### config.mk
export PLATFORM = sky130hd
export DESIGN_NAME = cdb_arbiter
export DESIGN_NICKNAME = d
export VERILOG_FILES = /design/src/rtl/cpu_pkg.sv /design/src/rtl/rr_pick.sv /design/src/rtl/cdb_arbiter.sv
export SDC_FILE = /design/constraint.sdc
export NUM_CORES = 1
export LEC_CHECK = 0
export BUFFER_PORTS_ARGS = -buffer_cell sky130_fd_sc_hd__buf_2
export CORE_UTILIZATION = 30
export CTS_CLUSTER_SIZE = 16
export DETAILED_ROUTE_END_ITERATION = 16
export SLEW_MARGIN = 20
export SYNTH_ARGS = -nofsm -noshare
export SYNTH_HDL_FRONTEND = slang
export SYNTH_SLANG_ARGS = --single-unit
### constraint.sdc
create_clock -name clock -period 4.8 [get_ports clock]
set_clock_uncertainty 0.15 [all_clocks]
set_input_delay 0.96 -clock clock [delete_from_list [all_inputs] [get_ports clock]]
set_output_delay 0.96 -clock clock [all_outputs]
set_load 0.1 [all_outputs]
### src/rtl/cpu_pkg.sv
// Shared core constants: CDB widths, execution-unit indices and the broadcast bus layout.
package cpu_pkg;

   localparam int NREQ   = 4;
   localparam int TAG_W  = 5;
   localparam int DATA_W = 32;

   localparam int UNIT_ALU = 0;
   localparam int UNIT_LS  = 1;
   localparam int UNIT_MUL = 2;
   localparam int UNIT_DIV = 3;

   typedef struct packed {
      logic              valid;
      logic [TAG_W-1:0]  tag;
      logic [DATA_W-1:0] data;
      logic              branch;
      logic              taken;
   } cdb_bus_t;

endpackage

### src/rtl/rr_pick.sv
// Combinational round-robin pick: rotate requests by the pointer, take the lowest set bit,
// rotate the index back. Returns the one-hot grant, its index and whether anything was pending.
module rr_pick #(
   parameter int N  = 4,
   parameter int PW = $clog2(N)
) (
   input  logic [N-1:0]  req_i,
   input  logic [PW-1:0] ptr_i,
   output logic [N-1:0]  gnt_o,
   output logic [PW-1:0] idx_o,
   output logic          any_o
);

   localparam logic [PW:0] N_W = (PW+1)'(N);

   logic [2*N-1:0] dbl;
   logic [N-1:0]   rot;
   logic [PW-1:0]  off;
   logic [PW:0]    sum;

   always_comb begin
      dbl = {req_i, req_i};
      rot = dbl[ptr_i +: N];
      off = '0;
      // scan downward so the lowest set bit (closest to the pointer) wins
      for (int k = N-1; k >= 0; k--) begin
         if (rot[k]) off = PW'(k);
      end
      sum = {1'b0, ptr_i} + {1'b0, off};
      if (sum >= N_W) sum = sum - N_W;
      idx_o = sum[PW-1:0];
      any_o = |req_i;
      gnt_o = any_o ? (N'(1) << idx_o) : '0;
   end

endmodule

### src/rtl/cdb_arbiter.sv
// Round-robin arbiter sharing the Common Data Bus between the execution units; one
// result per clock, broadcast from a register one cycle after the handshake.
module cdb_arbiter #(
   parameter int NREQ   = cpu_pkg::NREQ,
   parameter int TAG_W  = cpu_pkg::TAG_W,
   parameter int DATA_W = cpu_pkg::DATA_W
) (
   input  logic                     clock,
   input  logic                     reset,
   input  logic                     flush,
   input  logic [NREQ-1:0]          req_valid,
   input  logic [NREQ*TAG_W-1:0]    req_tag,
   input  logic [NREQ*DATA_W-1:0]   req_data,
   input  logic [NREQ-1:0]          req_branch,
   input  logic [NREQ-1:0]          req_branch_taken,
   output logic [NREQ-1:0]          req_ready,
   output logic                     Cdb_valid,
   output logic [TAG_W-1:0]         Cdb_rd_tag,
   output logic [DATA_W-1:0]        Cdb_data,
   output logic                     Cdb_branch,
   output logic                     Cdb_branch_taken,
   output logic [1:0]               Cdb_src
);

   import cpu_pkg::*;

   localparam int            PW   = $clog2(NREQ);
   localparam logic [PW-1:0] LAST = PW'(NREQ-1);

   typedef struct packed {
      logic              valid;
      logic [TAG_W-1:0]  tag;
      logic [DATA_W-1:0] data;
      logic              branch;
      logic              taken;
   } bus_t;

   logic [PW-1:0]   rr_ptr_q, rr_ptr_d;
   bus_t            cdb_q, cdb_d;
   logic [1:0]      src_q, src_d;

   logic [NREQ-1:0] gnt;
   logic [PW-1:0]   gnt_idx;
   logic            gnt_any;
   logic            xfer;

   rr_pick #(.N(NREQ), .PW(PW)) u_pick (
      .req_i (req_valid),
      .ptr_i (rr_ptr_q),
      .gnt_o (gnt),
      .idx_o (gnt_idx),
      .any_o (gnt_any)
   );

   // ready is held low through reset and flush so no unit sees a phantom handshake
   assign xfer      = gnt_any & ~flush & ~reset;
   assign req_ready = xfer ? gnt : '0;

   always_comb begin
      rr_ptr_d  = rr_ptr_q;
      cdb_d     = cdb_q;
      cdb_d.valid = 1'b0;
      src_d     = src_q;
      if (xfer) begin
         rr_ptr_d     = (gnt_idx == LAST) ? '0 : gnt_idx + PW'(1);
         cdb_d.valid  = 1'b1;
         cdb_d.tag    = req_tag[gnt_idx*TAG_W +: TAG_W];
         cdb_d.data   = req_data[gnt_idx*DATA_W +: DATA_W];
         cdb_d.branch = req_branch[gnt_idx];
         cdb_d.taken  = req_branch_taken[gnt_idx];
         src_d        = 2'(gnt_idx);
      end
   end

   always_ff @(posedge clock or posedge reset) begin
      if (reset) begin
         rr_ptr_q <= '0;
         cdb_q    <= '0;
         src_q    <= '0;
      end else begin
         rr_ptr_q <= rr_ptr_d;
         cdb_q    <= cdb_d;
         src_q    <= src_d;
      end
   end

   assign Cdb_valid        = cdb_q.valid;
   assign Cdb_rd_tag       = cdb_q.tag;
   assign Cdb_data         = cdb_q.data;
   assign Cdb_branch       = cdb_q.branch;
   assign Cdb_branch_taken = cdb_q.taken;
   assign Cdb_src          = src_q;

endmodule

Word level (Yosys, flattened, before mapping)
Cells that the tools add are included.

storage, ports and cells
  memories = 0
  input port bits = 163
  ROM bits = 0
  latch bits = 0
  word-level logic and storage cells = 36
  register bits = 44
  output and inout bits = 46
  memory bits (writable) = 0

cells by class
  add/sub/neg operators = 3
  eq/ne operators = 1
  shift-type cells = 4
  multiply operators = 1
  order comparisons = 2
  mux-type cells = 13
  reductions and logical operators = 1
  divide/modulo/power cells = 0
  bitwise operators = 4

operators by type and width
  kind                 number
  $shiftx 128x8->32    1
  $mux 40              1
  $shiftx 20x6->5      1
  $mux 2               6
  $mux 4               2
  $shiftx 8x3->4       1
  $mul 2x3->5 const B  1
  $bmux 1 s2           2
  $reduce_or 4->1      1
  $shl 1x2->4 const A  1
  $add 2x2->3          1
  $ge 3x3->1 const B   1
  $lt 2x3->1 const B   1
  $add 2x1->2 const B  1
  $and 1x1->1          2
  $eq 2x2->1 const B   1
  $mux 1               2
  $not 1->1            2
  $sub 2x1->2 const B  1

Longest topological paths before layout
Gate-level depths: netlist of run 1.

  word-level depth = 11
  mapped depth = 15
  mapped depth without buffers = 13

By module
From an unflattened synthesis of run 1, not the netlist that was laid out.

second synthesis, totals
  cells, all modules = 190
  area, all modules = 3,130.5 um^2

modules (own cells, without submodules)
  module       area each (um^2)  cells each  seq. area each (um^2)  instances
  cdb_arbiter  2,803.9           148         1,101.1                1
  rr_pick      326.6             42          0.0                    1

Worst setup path before layout of run 1
OpenSTA, ideal clock, no wires.

  path kind = input port to output port
  start = input port req_valid[2]
  end = output port req_ready[2]
  stages = 12
  data required time = 3.690 ns
  path buffers = 2
  arrival = 4.636 ns
  path slack = -0.946 ns
  path through = clkbuf_2 nand2_1 a21oi_1 nor2_1 a211oi_1 a21oi_1 ha_1 xnor2_1 nor3_1 clkbuf_1 nor2_1 nor3_1

between the ends
  longest elaborated chain between the ends = 11
  elaborated cells on any way between the ends = 15
  those cells by class = add/sub (2); order compare (1); shift (2); mux (7); bitwise (2); reduce/logical (1)

RTL lines
  what                                       line               text
  start, declared                            cdb_arbiter.sv:11  input logic [NREQ-1:0] req_valid,
  $shiftx 8x3->4                             rr_pick.sv:23      rot = dbl[ptr_i +: N];
  $mux 2 (4 in a row)                        rr_pick.sv:27      if (rot[k]) off = PW'(k);
  $add 2x2->3                                rr_pick.sv:29      sum = {1'b0, ptr_i} + {1'b0, off};
  $ge 3x3->1 or $sub 2x1->2 (tied branches)  rr_pick.sv:30      if (sum >= N_W) sum = sum - N_W;
  $mux 2                                     rr_pick.sv:30
  $shl 1x2->4                                rr_pick.sv:33      gnt_o = any_o ? (N'(1) << idx_o) : '0;
  $mux 4                                     rr_pick.sv:33
  $mux 4 (*)                                 cdb_arbiter.sv:57  assign req_ready = xfer ? gnt : '0;
  end, declared                              cdb_arbiter.sv:16  output logic [NREQ-1:0] req_ready,

Every way passes the cells marked *; elsewhere a longest branch is shown, timed or not.

Worst setup path after layout of run 1
  start = input port req_valid[1]
  end = output port req_ready[3]

Same word-level chain as after synthesis.

==> results.md, run 1 <==
- Die Ht: 106 µm
- Max transition margin: 46.7%
- Synth Net Count: 542
- Synth unique cells: 33
- Initial antenna violation count: 0
- Ranking of synthesized cells by area: dfrtp_1, nor2b_1, a2111oi_0
- Most Used Layer, Global Route: met2
- Root Buffer: clkbuf_8
- Total grt overflow: 0
- RSZ-0062 raised after global routing: no
- Cells after Synth: 376
- GRT met2 Usage: 32.8%
- Crit path arrival time: 3.37 ns
- Gpl congestion: 0.866
- Post-synthesis sequential area ratio: 34.2%
- DR DRC count: 0
- H-tree depth: 2
- Starting Density: 31.1%
- Critical path launch point type: primary input
- CP Max Fanout: 5
- Yosys top cell by area: dfrtp_1
- Max Fclk: 223 MHz
- Share of the synthesized area in the top cell type: 34.2%
- CTS tree: built
- # setup viols final: 0
- Max Cap Viol: 0
- List of most frequent post-synthesis cells: nor2b_1, nand2_1, dfrtp_1
- First-pass GRT wire length: 16,800 µm
- Most numerous cell in the Yosys netlist: nor2b_1
- Hold Fails Final Rpt: 0
- Total GRT Usage: 18.5%
- CTS resizes: 0
- Synth Flop Type: dfrtp_1
- Largest net degree at the start of global routing: 71
- Post-route setup TNS: 0 ns
- Row cnt: 37
- CP peak stage delay: 0.33 ns
- Worst-Skew Late Latency: 0.29 ns
- Synth warn: 0
- First DRT Iteration DRCs: 179
- Worst EP required: 3.69 ns
- Hold_buf cts: 0
- Met1 Track Usage GR: 23.2%
- Slowest CP cell: xor2_1
- Total Wirelength: 10,500 µm
- Run status: complete, no violations
- CP cell instances: buf_2, inv_1, o21ai_0, a21oi_1, a21oi_1, a21oi_1, ha_4, xor2_1, a21oi_4, nor2_1, inv_1, ha_1, and2_1, buf_12
- CTS buffer count: 5
- Critical path class: primary input to primary output
- Antenna Violating Nets Remaining: 0
- Synth Cell Area: 3220 µm²
- Vias in the first global route: 3,433
- Core Box Area: 10,400 µm²
- # port buffers: 208
- Tmin final: 4.48 ns
- Fillers: 1,086
- Slew @ Worst Pin: 0.800 ns
- Post-synth EDFFs: 0
- Via count: 3,618
- Ys async rst share: 100%
- Die area: 11,200 µm²
- Clock-pin slew on the worst setup and hold paths: 0.08 ns
- Max-slew violation count: 0
- Pre-antenna DRT Iters: 6
- # diodes: 0
- Share of layout cells above drive strength 1: 41.9%
- Final HPWL DP: 7610 µm
- Layout Nets: 719
- Met3 GRT Util: 2.66%
- Post-Syn Area per Cell: 8.57 µm²
- CTS max path bufs: 2
- Hold WC Path Type: flop to flop
- Routed WL per cell: 15.2 µm
- Crit path capture type: primary output
- Synthesis-stage register bit count: 44
- Hold slack: 0.325 ns
- Clock sinks: 44
- Area Growth Syn to Fin: 39.5%
- Die width: 106 µm
- Post-CTS Setup Bufs: 0
- Tcrit/Tclk final: 93.4%
- Cell mode on critical path: a21oi_1
- Top Ports: 209
- Via-to-Cell Ratio: 5.24
cells in the final DEF (no fill, tap or decap), types with 2 or more instances in the layout:
| master | count |
|---|---|
| nand2_1 | 49 |
| o31ai_1 | 40 |
| a21oi_1 | 4 |
| inv_1 | 3 |
| nor3_2 | 2 |
| buf_4 | 6 |
| clkinv_2 | 2 |
| o21ai_0 | 2 |
| buf_2 | 206 |
| clkbuf_8 | 5 |
| nor2_1 | 7 |
| buf_12 | 2 |
| a221oi_1 | 39 |
| dfrtp_1 | 44 |
| a2111oi_0 | 39 |
| ha_1 | 2 |
| nor2b_1 | 80 |
layout make-up:
class                      instances  area, µm²  area share (%)
multi-input combinational        283       1960            43.5
timing repair buffer             215       1140            25.4
sequential                        44       1100            24.5
tap                              136        170            3.78
clock buffer                       6       72.6            1.61
clock inverter                     2       35.0           0.779
inverter                           4       16.3           0.362
logic make-up (layout without fill, tap and decap cells):
logic type                 Yosys count  count (layout)  synth area share [%]
AOI/OAI and AO/OA                  133             133                  33.6
xor gates and xnor gates             2               2                 0.544
adders and majority gates            3               3                  1.16
buffers and inverters               49             227                  6.75
DFF                                 44              44                  34.2
and+or+nand+nor                    145             145                  23.8
flip-flops by register name (all words and copies together), names as in the netlist:
| signal | cells |
|---|---|
| Cdb_rd_tag | 5 |
| Cdb_data | 32 |
| Cdb_branch | 1 |
| Cdb_src | 2 |
| Cdb_valid | 1 |
| Cdb_branch_taken | 1 |
| rr_ptr_q | 2 |
final timing paths:
path / from / endpoint / slack [ns] / cells after the start
max: req_valid[1] / req_ready[3] / 0.32 / 14
max in group asynchronous: reset / Cdb_data[15] / 3.37 / 2
max reg2reg: rr_ptr_q[1] / Cdb_data[21] / 1.41 / 10
min: Cdb_data[14] / Cdb_data[14] / 0.32 / 2
min in group asynchronous: reset / Cdb_data[14] / 0.63 / 2
min reg2reg: Cdb_data[14] / Cdb_data[14] / 0.32 / 2
stage by stage:
| stage | worst slack, ns | utilization, % | area (µm²) | instances |
|---|---|---|---|---|
| floorplan | -0.0892 | - | 3240 | 376 |
| global placement | 0.509 | 42.0 | 4360 | 681 |
| detailed placement | 0.377 | 42.0 | 4360 | 681 |
| CTS | 0.353 | 43.1 | 4470 | 689 |
| global route | 0.168 | 43.4 | 4500 | 690 |
| finish | 0.317 | 43.4 | 4500 | 690 |
routing by layer:
| layer | part of all wire (%) | up-vias |
|---|---|---|
| met3 | 5.9 | 12 |
| met2 | 49 | 140 |
| met5 | 0 | - |
| li1 | - | 1782 |
| met1 | 43 | 1684 |
| met4 | 1.4 | 0 |
critical path, delay by kind of cell:
kind,cells,cell delay (ns)
buffers and inverters,4,0.51
XOR/XNOR,1,0.33
adder cells (fa/ha/maj),2,0.43
AO/OA/AOI/OAI,5,0.72
AND/OR/NAND/NOR,2,0.42
Power of run 1 is not shown: default switching activity piles up to over one toggle a cycle in this logic, so the estimate is an artifact.
==> run 2: changes to the inputs <==
--- a/config.mk
+++ b/config.mk
@@ -6,6 +6,7 @@
 export NUM_CORES = 1
 export LEC_CHECK = 0
 export BUFFER_PORTS_ARGS = -buffer_cell sky130_fd_sc_hd__buf_2
+export CAP_MARGIN = 20
 export CORE_UTILIZATION = 30
 export CTS_CLUSTER_SIZE = 16
 export DETAILED_ROUTE_END_ITERATION = 16
@@ -13,3 +14,4 @@
 export SYNTH_ARGS = -nofsm -noshare
 export SYNTH_HDL_FRONTEND = slang
 export SYNTH_SLANG_ARGS = --single-unit
+export TNS_END_PERCENT = 1
==> constraint.sdc (replaced) <==
create_clock -name clock -period 4.8 [get_ports clock]
set_clock_uncertainty 0.15 [all_clocks]
set_input_delay 0.96 -clock clock [delete_from_list [all_inputs] [get_ports clock]]
set_output_delay 0.96 -clock clock [all_outputs]
set_load 0.05 [all_outputs]
==> results.md, run 2 (same netlist as run 1, synthesis figures left out) <==
- # diodes: 0 (unchanged)
- Dpl cell area: 4310 µm² (was 4360 µm²)
- Sw Pwr: 1940 µW
- Die area: 11,200 µm² (unchanged)
- Tcrit/Tclk final: 90.4% (was 93.4%)
- # port buffers: 208 (unchanged)
- Worst VDD drop: 0.276 mV
- Share of layout cells above drive strength 1: 41.4% (was 41.9%)
- Final worst setup slack: 0.462 ns (was 0.317 ns)
- Critical path launch point type: primary input (unchanged)
- Max-slew violation count: 0 (unchanged)
- Total Wirelength: 10,200 µm (was 10,500 µm)
- CTS resizes: 0 (unchanged)
- Leakage power: 0.00208 µW
- Antenna Violating Nets Remaining: 0 (unchanged)
- Total GRT Usage: 17.4% (was 18.5%)
- Die width: 106 µm (unchanged)
- Critical R2R Launch: rr_ptr_q[1] (unchanged)
- DP Cell Count: 681 (unchanged)
- Post-CTS Setup Bufs: 0 (unchanged)
- Vias in the first global route: 3,309 (was 3,433)
- Crit path capture type: primary output (unchanged)
- Pre-antenna DRT Iters: 4 (was 6)
- Max transition margin: 27.2% (was 46.7%)
- Routed WL per cell: 14.8 µm (was 15.2 µm)
- CP startpoint: req_valid[3] (was req_valid[1])
- Via count: 3,654 (was 3,618)
- Root Buffer: clkbuf_8 (unchanged)
- DR DRC count: 0 (unchanged)
- Area Growth Syn to Fin: 37.2% (was 39.5%)
- CTS tree: built (unchanged)
- CP peak stage delay: 0.33 ns (about the same)
- Core Box Area: 10,400 µm² (unchanged)
- Total grt overflow: 0 (unchanged)
- CTS buffer count: 5 (unchanged)
- PD cells: 760 nW/µm²
- H-tree depth: 2 (unchanged)
- Tmin final: 4.34 ns (was 4.48 ns)
- Commonest cells after routing, fill and taps aside: buf_2, nor2b_1, nand2_1 (unchanged)
- Hold Fails Final Rpt: 0 (unchanged)
- # setup viols final: 0 (unchanged)
- Hold wc startpoint: Cdb_branch (was Cdb_data[14])
- Crit path arrival time: 3.23 ns (was 3.37 ns)
- CP cell instances: buf_2, nor2b_1, a21oi_1, nor2_1, a211oi_1, a21oi_1, ha_4, xnor2_1, nor3_2, nor2_1, inv_1, ha_1, and2_1, buf_2 (was buf_2, inv_1, o21ai_0, a21oi_1, a21oi_1, a21oi_1, ha_4, xor2_1, a21oi_4, nor2_1, inv_1, ha_1, and2_1, buf_12)
- Worst-Skew Late Latency: 0.29 ns (about the same)
- Die Ht: 106 µm (unchanged)
- Hold WC Path Type: flop to flop (unchanged)
- Flip-flop count of the largest register after layout: 32 (unchanged)
- Critical path class: primary input to primary output (unchanged)
- Post-Layout Cell Count: 689 (was 690)
- CTS max path bufs: 2 (unchanged)
- Clock sinks: 44 (unchanged)
- Worst EP required: 3.69 ns (about the same)
- Clock-pin slew on the worst setup and hold paths: 0.08 ns (about the same)
- RSZ-0062 raised after global routing: no (unchanged)
- Final HPWL DP: 7340 µm (was 7610 µm)
- Register share of total power: 19.3%
- Logic gate share of total power: 72.5%
- Largest net degree at the start of global routing: 68 (was 71)
- Post-route setup TNS: 0 ns (unchanged)
- Run status: complete, no violations (unchanged)
- First-pass GRT wire length: 15,800 µm (was 16,800 µm)
- Slew @ Worst Pin: 1.09 ns (was 0.800 ns)
- Layout Nets: 718 (was 719)
- DP Worst Slack: 0.506 ns (was 0.377 ns)
- First DRT Iteration DRCs: 173 (was 179)
- Internal power: 1420 µW
- Slowest CP cell: xnor2_1 (was xor2_1)
- CP Max Fanout: 5 (unchanged)
- Overall power: 3360 µW
- Switch share: 57.8%
- Commonest non-fill, non-tap cell in the layout: buf_2 (unchanged)
- Starting Density: 31.1% (unchanged)
- Gpl congestion: 0.879 (was 0.866)
- Clock network power share: 8.2%
- Initial antenna violation count: 0 (unchanged)
- Top Ports: 209 (unchanged)
- Max Fclk: 231 MHz (was 223 MHz)
- Via-to-Cell Ratio: 5.30 (was 5.24)
- Post-route cell area: 4420 µm² (was 4500 µm²)
- Max Cap Viol: 0 (unchanged)
- Row cnt: 37 (unchanged)
- Hold_buf cts: 0 (unchanged)
==> run 2: cell count changes in the layout (fill, tap and decap cells not counted), sizes merged <==
cell  before  now
buf      215  214
==> run 2: stage by stage <==
step	hold slack [ns]	util (%)
floorplan	0.418	-
global placement	0.307	41.6
detailed placement	0.310	41.6
CTS	0.329	42.6
global route	0.345	42.7
finish	0.321	42.7
==> run 2: worst max-delay path: cells and delay by family <==
| family | cells | cell delay [ns] |
|---|---|---|
| buf+inv | 3 | 0.42 |
| fa+ha+maj | 2 | 0.43 |
| xor+xnor | 1 | 0.33 |
| compound gates | 3 | 0.45 |
| simple gates | 5 | 0.63 |
==> run 2: path summary, 6_finish.rpt <==
| path | to | cells after the start | slack [ns] |
|---|---|---|---|
| min in group asynchronous | Cdb_data[18] | 2 | 0.64 |
| setup reg to reg | Cdb_data[6] | 10 | 1.72 |
| setup / recovery | req_ready[3] | 14 | 0.46 |
| hold reg to reg | Cdb_branch | 2 | 0.32 |
| max in group asynchronous | Cdb_rd_tag[0] | 2 | 3.38 |
| hold / removal | Cdb_branch | 2 | 0.32 |
==> run 2: final cells by class <==
class / count / area (µm²)
clock buffers: 6 / 72.6
clock inverters: 2 / 35.0
fillers: 1087 / 5950
inverters: 4 / 16.3
multi-input cells: 283 / 1940
flip-flops and latches: 44 / 1100
well taps: 136 / 170
repair buffers: 214 / 1090
==> run 2: power by group through the flow <==
stage,clock network [µW],registers (µW),logic [µW]
after global placement,0,650,2410
after floorplan,0,1220,1350
after global routing,302,674,2650
after detailed placement,0,655,2440
final,277,649,2440
after CTS,290,650,2440
==> run 2: layer usage <==
metal	part of all wire (%)	wire, µm	vias to the layer above	track usage, %
met3	6.5	656	10	2.60
met1	43	4330	1705	21.7
met2	50	5070	156	31.3
met5	0	0	-	0
met4	1.1	116	0	4.37
li1	-	-	1783	-
Note: power is estimated with default switching activity, not from simulation.
